===== src/rtl/tlk2711_tx_framer.sv =====
// ---------------------------------------------------------------------------
// tlk2711_tx_framer
//
// Transmit framer for the TLK2711 SERDES. It drives the 16-bit TXD bus and the
// device control pins from a single clock domain.
//
// Frame format: COMMA_CNT x COMMA, SOF, PAYLOAD_LEN payload words,
// optional CRC-16 word, EOF, then GAP_CNT idle commas before the next frame.
// Payload comes from an upstream valid/ready stream or from an internal
// counter pattern. Loopback, K-code idle and device-PRBS test modes are also
// provided. Stops are honoured only at frame boundaries and at the entry to
// IDLE a one-cycle acknowledge pulse is produced.
//
// Compile-time option:
//   TLK2711_TX_CRC_EN - when defined, a CRC-16-CCITT word (poly 0x1021,
//                       init 0xFFFF, MSB first, no reflection, no final XOR)
//                       over the frame's payload is sent between payload
//                       and EOF. When undefined no CRC logic exists.
//
// Ports:
//   clk, rst_n        - clock, synchronous active-low reset
//   i_start           - start request (rising edge, sampled in IDLE)
//   i_mode[2:0]       - 0 STREAM, 1 LOOP, 2 KCODE, 3 PRBS, 4 PATTERN
//   i_stop            - stop request (level)
//   o_stop_ack        - one-cycle pulse on re-entering IDLE after a stop
//   s_data/s_valid    - upstream payload stream
//   s_ready           - high in the data phase of STREAM mode
//   o_txd[15:0]       - TLK2711 TXD
//   o_tkmsb/o_tklsb   - K-character flags for TXD[15:8] / TXD[7:0]
//   o_loopen, o_prbsen, o_enable, o_lckrefn, o_testen - control pins
//   o_frame_cnt[31:0] - completed frames since reset (wraps)
//   o_busy            - high whenever the block is not in IDLE
// ---------------------------------------------------------------------------
module tlk2711_tx_framer #(
  parameter int PAYLOAD_LEN = 32,
  parameter int COMMA_CNT   = 2,
  parameter int GAP_CNT     = 4
) (
  input  logic        clk,
  input  logic        rst_n,
  input  logic        i_start,
  input  logic [2:0]  i_mode,
  input  logic        i_stop,
  output logic        o_stop_ack,
  input  logic [15:0] s_data,
  input  logic        s_valid,
  output logic        s_ready,
  output logic [15:0] o_txd,
  output logic        o_tkmsb,
  output logic        o_tklsb,
  output logic        o_loopen,
  output logic        o_prbsen,
  output logic        o_enable,
  output logic        o_lckrefn,
  output logic        o_testen,
  output logic [31:0] o_frame_cnt,
  output logic        o_busy
);

  localparam logic [15:0] W_COMMA = 16'hC5BC;  // D5.6  | K28.5
  localparam logic [15:0] W_SOF   = 16'hABBC;  // D11.5 | K28.5
  localparam logic [15:0] W_EOF   = 16'h95BC;  // D21.4 | K28.5

  localparam logic [2:0] MODE_STREAM  = 3'd0;
  localparam logic [2:0] MODE_LOOP    = 3'd1;
  localparam logic [2:0] MODE_KCODE   = 3'd2;
  localparam logic [2:0] MODE_PRBS    = 3'd3;
  localparam logic [2:0] MODE_PATTERN = 3'd4;

  localparam int WC_W    = $clog2(PAYLOAD_LEN + 1);
  localparam int SEQ_MAX = (COMMA_CNT > GAP_CNT) ? COMMA_CNT : GAP_CNT;
  localparam int SEQ_W   = (SEQ_MAX < 2) ? 1 : $clog2(SEQ_MAX + 1);

  localparam logic [WC_W-1:0]  WC_LAST    = WC_W'(PAYLOAD_LEN - 1);
  localparam logic [SEQ_W-1:0] COMMA_LAST = SEQ_W'(COMMA_CNT - 1);
  localparam logic [SEQ_W-1:0] GAP_LAST   = SEQ_W'((GAP_CNT > 0) ? GAP_CNT - 1 : 0);

  typedef enum logic [3:0] {
    S_IDLE,
    S_KCODE,
    S_LOOP,
    S_PRBS,
    S_F_COMMA,
    S_F_SOF,
    S_F_DATA,
    S_F_CRC,
    S_F_EOF,
    S_F_GAP
  } state_t;

`ifdef TLK2711_TX_CRC_EN
  // One 16-bit word through CRC-16-CCITT, MSB first. Word width equals the
  // CRC width, so the whole word can be folded in before shifting.
  function automatic logic [15:0] crc16_word(input logic [15:0] crc,
                                             input logic [15:0] data);
    logic [15:0] c;
    c = crc ^ data;
    for (int i = 0; i < 16; i++) begin
      c = c[15] ? ((c << 1) ^ 16'h1021) : (c << 1);
    end
    return c;
  endfunction
`endif

  // Control state
  state_t            state_q, state_d;
  logic [2:0]        mode_q, mode_d;
  logic              start_prev_q;
  logic [SEQ_W-1:0]  scnt_q, scnt_d;
  logic [WC_W-1:0]   wcnt_q, wcnt_d;
  logic [31:0]       frame_cnt_q, frame_cnt_d;
  logic              stop_q, stop_d;   // IDLE was entered because of a stop
`ifdef TLK2711_TX_CRC_EN
  logic [15:0]       crc_q, crc_d;
`endif

  // Registered pin outputs
  logic [15:0] txd_q, txd_d;
  logic        tklsb_q, tklsb_d;
  logic        loopen_q, loopen_d;
  logic        prbsen_q, prbsen_d;
  logic        enable_q, enable_d;
  logic        lckrefn_q, lckrefn_d;
  logic        stop_ack_q, stop_ack_d;

  logic start_rise;
  logic advance;

  assign start_rise = i_start & ~start_prev_q;
  assign s_ready    = (state_q == S_F_DATA) && (mode_q == MODE_STREAM);

  always_comb begin
    state_d     = state_q;
    mode_d      = mode_q;
    scnt_d      = scnt_q;
    wcnt_d      = wcnt_q;
    frame_cnt_d = frame_cnt_q;
    stop_d      = 1'b0;
`ifdef TLK2711_TX_CRC_EN
    crc_d       = crc_q;
`endif
    txd_d       = 16'h0000;
    tklsb_d     = 1'b0;
    loopen_d    = 1'b0;
    prbsen_d    = 1'b0;
    enable_d    = 1'b0;
    lckrefn_d   = 1'b1;
    stop_ack_d  = 1'b0;
    advance     = 1'b0;

    case (state_q)
      S_IDLE: begin
        // stop_q is only set on the cycle IDLE is first occupied, so the
        // acknowledge lines up with the first IDLE pin values.
        stop_ack_d = stop_q;
        if (start_rise) begin
          mode_d = i_mode;
          scnt_d = '0;
          case (i_mode)
            MODE_STREAM, MODE_PATTERN: state_d = S_F_COMMA;
            MODE_LOOP:                 state_d = S_LOOP;
            MODE_KCODE:                state_d = S_KCODE;
            MODE_PRBS:                 state_d = S_PRBS;
            default:                   state_d = S_IDLE;
          endcase
        end
      end

      S_KCODE, S_LOOP: begin
        enable_d = 1'b1;
        loopen_d = (state_q == S_LOOP);
        txd_d    = W_COMMA;
        tklsb_d  = 1'b1;
        if (i_stop) begin
          state_d = S_IDLE;
          stop_d  = 1'b1;
        end
      end

      S_PRBS: begin
        enable_d = 1'b1;
        prbsen_d = 1'b1;
        if (i_stop) begin
          state_d = S_IDLE;
          stop_d  = 1'b1;
        end
      end

      S_F_COMMA: begin
        enable_d = 1'b1;
        txd_d    = W_COMMA;
        tklsb_d  = 1'b1;
        if (scnt_q == COMMA_LAST) begin
          scnt_d  = '0;
          state_d = S_F_SOF;
        end else begin
          scnt_d = scnt_q + 1'b1;
        end
      end

      S_F_SOF: begin
        enable_d = 1'b1;
        txd_d    = W_SOF;
        tklsb_d  = 1'b1;
        wcnt_d   = '0;
`ifdef TLK2711_TX_CRC_EN
        crc_d    = 16'hFFFF;
`endif
        state_d  = S_F_DATA;
      end

      S_F_DATA: begin
        enable_d = 1'b1;
        if (mode_q == MODE_PATTERN) begin
          txd_d   = 16'(wcnt_q);
          advance = 1'b1;
        end else if (s_valid) begin
          txd_d   = s_data;
          advance = 1'b1;
        end else begin
          // Upstream starved: keep the link aligned with a fill comma.
          txd_d   = W_COMMA;
          tklsb_d = 1'b1;
        end
        if (advance) begin
`ifdef TLK2711_TX_CRC_EN
          crc_d = crc16_word(crc_q, txd_d);
`endif
          if (wcnt_q == WC_LAST) begin
`ifdef TLK2711_TX_CRC_EN
            state_d = S_F_CRC;
`else
            state_d = S_F_EOF;
`endif
          end else begin
            wcnt_d = wcnt_q + 1'b1;
          end
        end
      end

      S_F_CRC: begin
        enable_d = 1'b1;
`ifdef TLK2711_TX_CRC_EN
        txd_d    = crc_q;
`endif
        state_d  = S_F_EOF;
      end

      S_F_EOF: begin
        enable_d    = 1'b1;
        txd_d       = W_EOF;
        tklsb_d     = 1'b1;
        frame_cnt_d = frame_cnt_q + 32'd1;
        scnt_d      = '0;
        // The only point inside a frame where a stop request is honoured.
        if (i_stop) begin
          state_d = S_IDLE;
          stop_d  = 1'b1;
        end else if (GAP_CNT == 0) begin
          state_d = S_F_COMMA;
        end else begin
          state_d = S_F_GAP;
        end
      end

      S_F_GAP: begin
        enable_d = 1'b1;
        txd_d    = W_COMMA;
        tklsb_d  = 1'b1;
        if (scnt_q == GAP_LAST) begin
          scnt_d  = '0;
          state_d = S_F_COMMA;
        end else begin
          scnt_d = scnt_q + 1'b1;
        end
      end

      default: state_d = S_IDLE;
    endcase
  end

  always_ff @(posedge clk) begin
    if (!rst_n) begin
      state_q      <= S_IDLE;
      mode_q       <= MODE_STREAM;
      start_prev_q <= 1'b0;
      scnt_q       <= '0;
      wcnt_q       <= '0;
      frame_cnt_q  <= 32'd0;
      stop_q       <= 1'b0;
`ifdef TLK2711_TX_CRC_EN
      crc_q        <= 16'h0000;
`endif
      txd_q        <= 16'h0000;
      tklsb_q      <= 1'b0;
      loopen_q     <= 1'b0;
      prbsen_q     <= 1'b0;
      enable_q     <= 1'b0;
      lckrefn_q    <= 1'b0;
      stop_ack_q   <= 1'b0;
    end else begin
      state_q      <= state_d;
      mode_q       <= mode_d;
      start_prev_q <= i_start;
      scnt_q       <= scnt_d;
      wcnt_q       <= wcnt_d;
      frame_cnt_q  <= frame_cnt_d;
      stop_q       <= stop_d;
`ifdef TLK2711_TX_CRC_EN
      crc_q        <= crc_d;
`endif
      txd_q        <= txd_d;
      tklsb_q      <= tklsb_d;
      loopen_q     <= loopen_d;
      prbsen_q     <= prbsen_d;
      enable_q     <= enable_d;
      lckrefn_q    <= lckrefn_d;
      stop_ack_q   <= stop_ack_d;
    end
  end

  assign o_txd       = txd_q;
  assign o_tkmsb     = 1'b0;   // every K code used here sits in the low byte
  assign o_tklsb     = tklsb_q;
  assign o_loopen    = loopen_q;
  assign o_prbsen    = prbsen_q;
  assign o_enable    = enable_q;
  assign o_lckrefn   = lckrefn_q;
  assign o_testen    = 1'b0;
  assign o_stop_ack  = stop_ack_q;
  assign o_frame_cnt = frame_cnt_q;
  assign o_busy      = (state_q != S_IDLE);

endmodule

===== config.mk =====
export PLATFORM = sky130hd
export DESIGN_NAME = tlk2711_tx_framer
export DESIGN_NICKNAME = d
export VERILOG_FILES = /design/src/rtl/tlk2711_tx_framer.sv
export SDC_FILE = /design/constraint.sdc
export NUM_CORES = 1
export LEC_CHECK = 0
export ABC_CLOCK_PERIOD_IN_PS = 2400
export CAP_MARGIN = 20
export CORE_UTILIZATION = 50
export DETAILED_ROUTE_END_ITERATION = 10
export HOLD_SLACK_MARGIN = 0.03
export MAX_ROUTING_LAYER = met4
export PLACE_DENSITY_LB_ADDON = 0.3
export SLEW_MARGIN = 5
export SYNTH_ARGS = -nofsm -noshare
export SYNTH_HDL_FRONTEND = slang
export SYNTH_SLANG_ARGS = --single-unit

===== constraint.sdc =====
create_clock -name clk -period 2.4 [get_ports clk]
set_clock_uncertainty 0.2 [all_clocks]
set_input_delay 0.24 -clock clk [delete_from_list [all_inputs] [get_ports clk]]
set_output_delay 0.24 -clock clk [all_outputs]
set_load 0.005 [all_outputs]

=== Word level (Yosys, flattened, before mapping) ===
Cells that the tools add are included.

* Register bits after elaboration: 72
* Latch bits: 0
* RAM bits: 0
* Memory bits (read-only): 0
* Input port bits: 24
* Output and inout port bits: 58
* Word-level logic and storage cells: 93
* Memories kept: 0

* Add/sub/neg operators: 3
* Multiply operators: 0
* Divide/modulo/power cells: 0
* Magnitude comparators: 0
* Eq/ne operators: 24
* Shift-type cells: 0
* Multiplexer cells: 29
* Bitwise operators: 2
* Reduce and logical (&&, ||, !) cells: 21

{| class="wikitable"
|+ Operators by type and width
! operator !! number
|-
| one-hot mux 16 bit (4 select lines) || 1
|-
| adder 32 x 1 -> 32 bit, second input constant || 1
|-
| 2-to-1 mux 16 bit || 2
|-
| one-hot mux 4 bit (8 select lines) || 1
|-
| 2-to-1 mux 4 bit || 7
|-
| one-hot mux 3 bit (4 select lines) || 2
|-
| == test 4 x 3 -> 1 bit, second input constant || 4
|-
| 2-to-1 mux 6 bit || 2
|-
| one-hot mux 6 bit (2 select lines) || 1
|-
| AND reduction 2 bit || 5
|-
| == test 3 x 2 -> 1 bit, second input constant || 3
|-
| 2-to-1 mux 1 bit || 9
|-
| 2-to-1 mux 3 bit || 3
|-
| OR reduction 9 bit || 1
|-
| == test 4 x 2 -> 1 bit, second input constant || 2
|-
| == test 4 bit, second input constant || 2
|-
| inequality test 2 bit, second input constant || 4
|-
| nonzero test 4 bit || 2
|-
| OR reduction 4 bit || 2
|-
| adder 6 x 1 -> 6 bit, second input constant || 1
|-
| == test 3 x 1 -> 1 bit, second input constant || 2
|-
| == test 3 bit, second input constant || 2
|-
| == test 6 x 5 -> 1 bit, second input constant || 1
|-
| zero test 3 bit || 2
|-
| other kinds (14) || 17
|}

=== Depth between registers and ports, before layout ===
* Depth in word-level cells: 5
* Mapped depth: 8
* Mapped depth without buffers: 7

=== Worst setup path after synthesis ===
No wires, ideal clock.

* Path type: register -> register
* Start point: register state_q[2]
* End point: register frame_cnt_q[28], in the netlist o_frame_cnt[28]
* Setup time: 0.132 ns
* Data arrival time: 1.630 ns
* Required time: 2.068 ns
* Setup slack: 0.438 ns
* Stages on the path, launching flop included: 9
* Buffers on the path: 4
* Clock period less this slack: 1.962 ns
* Cells stage by stage: dfxtp_1 -> buf_6 -> nor4b_4 -> buf_6 -> nand4_4 -> buf_6 -> clkbuf_1 -> o31ai_1 -> a21oi_1

* Word-level cells in the longest chain between the ends: 1

{| class="wikitable"
|+ RTL lines
! element !! line !! text
|-
| start, declared || 106 || <nowiki>state_t state_q, state_d;</nowiki>
|-
| start signal, assigned || 302 || <nowiki>state_q <= state_d;</nowiki>
|-
| == test 4 bit || 151 || <nowiki>case (state_q)</nowiki>
|-
| end signal, assigned || 307 || <nowiki>frame_cnt_q <= frame_cnt_d;</nowiki>
|-
| end, declared || 111 || <nowiki>logic [31:0] frame_cnt_q, frame_cnt_d;</nowiki>
|}

Every way passes these cells.
A chain may end at the register's enable or synchronous reset.

=== Worst setup path in the final report ===
* Start point: register state_q[1]
* End point: output port s_ready

* Word-level cells in the longest chain between the ends: 2

{| class="wikitable"
|+ RTL lines
! element !! line !! text
|-
| == test 4 x 3 -> 1 bit || 130 || <nowiki>assign s_ready = (state_q == S_F_DATA) && (mode_q == MODE_STREAM);</nowiki>
|-
| logical AND 1 bit || 130 ||
|-
| end, declared || 47 || <nowiki>output logic s_ready,</nowiki>
|}

Every way passes these cells.

==> flow_metrics.env <==
export IMPL_status="finished with violations"
export IMPL_violations="DRC"
export IMPL_hold_path_end="o_txd[6]$_SDFF_PN0_"
export IMPL_rsz0062_at_grt="no"
export IMPL_avgRoutedWirePerCell_um=14.99
export IMPL_h_tree_depth=3
export IMPL_ir_drop_mv=0.4779
export IMPL_cts_made_buffers=9
export IMPL_start_util_pct=53.00
export IMPL_dp_cells=540
export IMPL_synth_largest_area_cell="dfxtp_1"
export IMPL_first_global_vias=2936
export IMPL_synth_top_cell_area_share_pct=41.88
export IMPL_critPathArrivalTime_ps=1900
export IMPL_cp_end_kind="output pin"
export IMPL_die_x_um=84.97
export IMPL_syn_area_sq_um=3442
export IMPL_antenna_found_initial=0
export IMPL_drc=8
export IMPL_cts_tree="done"
export IMPL_synth_edff_count=0
export IMPL_final_setup_viol_count=0
export IMPL_die_area_sq_um=7220
export IMPL_timing_fmax_ghz=0.4272
export IMPL_io_buffers=79
export IMPL_r2r_slack_ps=260
export IMPL_globalplace_congestion=0.8247
export IMPL_drive_above_1_share_pct=8.351
export IMPL_startpoint="state_q[1]$_SDFFE_PN0P_"
export IMPL_cp_required_ps=1960
export IMPL_relSlewSlack_pct=53.88
export IMPL_p_leak_nw=1.573
export IMPL_reg2reg_from="state_q[0]$_SDFFE_PN0P_"
export IMPL_core_area_sq_um=6495
export IMPL_netlist_instances=400
export IMPL_insertion_delay_ps=350
export IMPL_syn_area_per_cell_sq_um=8.605
export IMPL_period_needed_ps=2341
export IMPL_synth_area_top_cells="dfxtp_1 (42%), a21oi_1 (5.4%), o21ai_0 (3.8%)"
export IMPL_cts_sinks=72
export IMPL_hold_buffers=0
export IMPL_dp_hpwl_mm=5.743
export IMPL_tightest_slew_ps=684.6
export IMPL_first_pass_iters=8
export IMPL_async_flop_share_pct=0
export IMPL_drv_cap=0
export IMPL_pwr_density_cell_nw_per_um2=646.3
export IMPL_die_y_um=84.97
export IMPL_ys_seq_elements=72
export IMPL_drt_total_wl_mm=8.334
export IMPL_drtIter0Drc=215
export IMPL_max_clock_path_buffers=2
export IMPL_r2r_cells=4
export IMPL_cp_start_kind="register"
export IMPL_synthFlopType="dfxtp_1"
export IMPL_hold_depth=3
export IMPL_antenna_left=0
export IMPL_root_buffer="clkbuf_8"
export IMPL_finalInstanceArea_sq_um=4552
export IMPL_hp_start="s_data[6]"
export IMPL_total_power_mw=2.942
export IMPL_grt_util_all_layers_pct=24.11
export IMPL_final_setup_tns_ps=0
export IMPL_area_delta_synth_final_pct=32.24
export IMPL_synth_distinct_cells=55
export IMPL_hold_violations=0
export IMPL_clk_pin_slew_ps=80
export IMPL_yosysWarnings=0
export IMPL_grt_start_max_net_pins=52
export IMPL_post_cts_buffers=0
export IMPL_r2r_end="o_frame_cnt[30]$_SDFFE_PN0P_"
export IMPL_cp_max_fo=15
export IMPL_placed_area_sq_um=4295
export IMPL_critical_path_class="reg -> out"
export IMPL_fillCellCount=505
export IMPL_ys_seq_area_share_pct=41.88
export IMPL_viasPerCell=5.914
export IMPL_hold_path_class="in -> reg"
export IMPL_layout_cells_most_common="clkdlybuf4s50_1"
export IMPL_ios=82
export IMPL_whs_ps=227.9
export IMPL_diodes=0
export IMPL_grt_pass1_wl_mm=13.61
export IMPL_nets=504
export IMPL_final_cell_mix="clkdlybuf4s50_1 (79), dfxtp_1 (70), a21oi_1 (37)"
export IMPL_stdcell_count=556
export IMPL_gr_total_overflow=0
export IMPL_cts_resized=2
export IMPL_slew_violations=0
export IMPL_fin_crit_sh_pct=97.52
export IMPL_num_rows=29
export IMPL_vias=3288
==> synthesized netlist by cell type, types with 3 or more instances <==
cell type	n
nand2_1	23
ha_1	6
xnor2_1	3
inv_1	14
nor2b_1	5
nand2b_1	10
mux2i_1	8
o21ai_0	26
or3_1	9
dfxtp_1	72
a21oi_1	37
nand3b_1	6
xor2_1	6
nand4_1	12
or4_1	14
or2_2	4
nor4_1	4
o31ai_1	15
and3_1	7
nor2_1	23
buf_1	3
nand3_1	20
nor3_1	5
clkbuf_1	20
and4_1	7
buf_6	3
==> worst max path at each step <==
stage	slack, ps	end	cells past startpoint
global placement	280	s_ready	3
detailed placement	220	o_frame_cnt[27]$_SDFFE_PN0P_	5
finish	60	s_ready	3
CTS	60	s_ready	3
global route	20	s_ready	3
floorplan	440	o_frame_cnt[28]$_SDFFE_PN0P_	8
==> area by class of cell <==
type	instances	area (sq um)	area share, %
repair buffers	91	893.4	19.63
multi-input cells	285	1808	39.72
clock buffers	10	137.6	3.024
inverters	15	56.30	1.237
flip-flops and latches	72	1444	31.72
clock inverters	6	116.4	2.556
well taps	77	96.34	2.117
==> registers in the layout, summed over array words and instances (netlist names) <==
register,flops
o_lckrefn,1
wcnt_q,6
scnt_q,3
mode_q,3
start_prev_q,1
state_q,4
o_loopen,1
o_stop_ack,1
stop_q,1
o_tklsb,1
o_prbsen,1
o_txd,16
o_frame_cnt,32
o_enable,1
==> per-layer routing <==
layer | GRT usage (%) | part of all wire, % | wire length [um] | up-vias
li1 | - | - | - | 1621
met1 | 31.33 | 47 | 3878 | 1541
met2 | 37.90 | 47 | 3899 | 120
met4 | 8.629 | 0.90 | 75 | 0
met3 | 4.086 | 5.8 | 481 | 6
met5 | - | 0 | 0 | -
==> cells by family (layout without fill, tap and decap cells) <==
family / Yosys count / count (layout) / synth area share, %
AO/OA/AOI/OAI: 99 / 99 / 17.49
XOR/XNOR: 9 / 9 / 2.290
adder cells (fa/ha/maj): 6 / 6 / 2.181
buffers and inverters: 44 / 122 / 5.706
flip-flops: 72 / 72 / 41.88
multiplexers: 8 / 8 / 2.327
other: 1 / 2 / 0.1089
AND/OR/NAND/NOR: 161 / 161 / 28.03
==> critical path, cell delays in order (launching register included) <==
cell and delay (ps):
dfxtp_2 500, and4bb_2 280, nor4b_1 220, clkdlybuf4s50_1 560
==> metrics by stage <==
stage               util (%)  setup slack [ps]
floorplan                  -             437.9
global placement       66.13             280.9
detailed placement     66.13             216.2
CTS                    70.08             64.67
global route           70.08             15.48
finish                 70.08             59.44
==> power breakdown <==
part	total, mW	leakage, nW	switching, mW	internal, mW
Sequential	1.30	0.583	0.0462	1.26
Clock	1.20	0.127	0.474	0.724
Combinational	0.440	0.863	0.211	0.229
Total	2.94	1.57	0.731	2.21
Power figures use the tool's default switching activity.
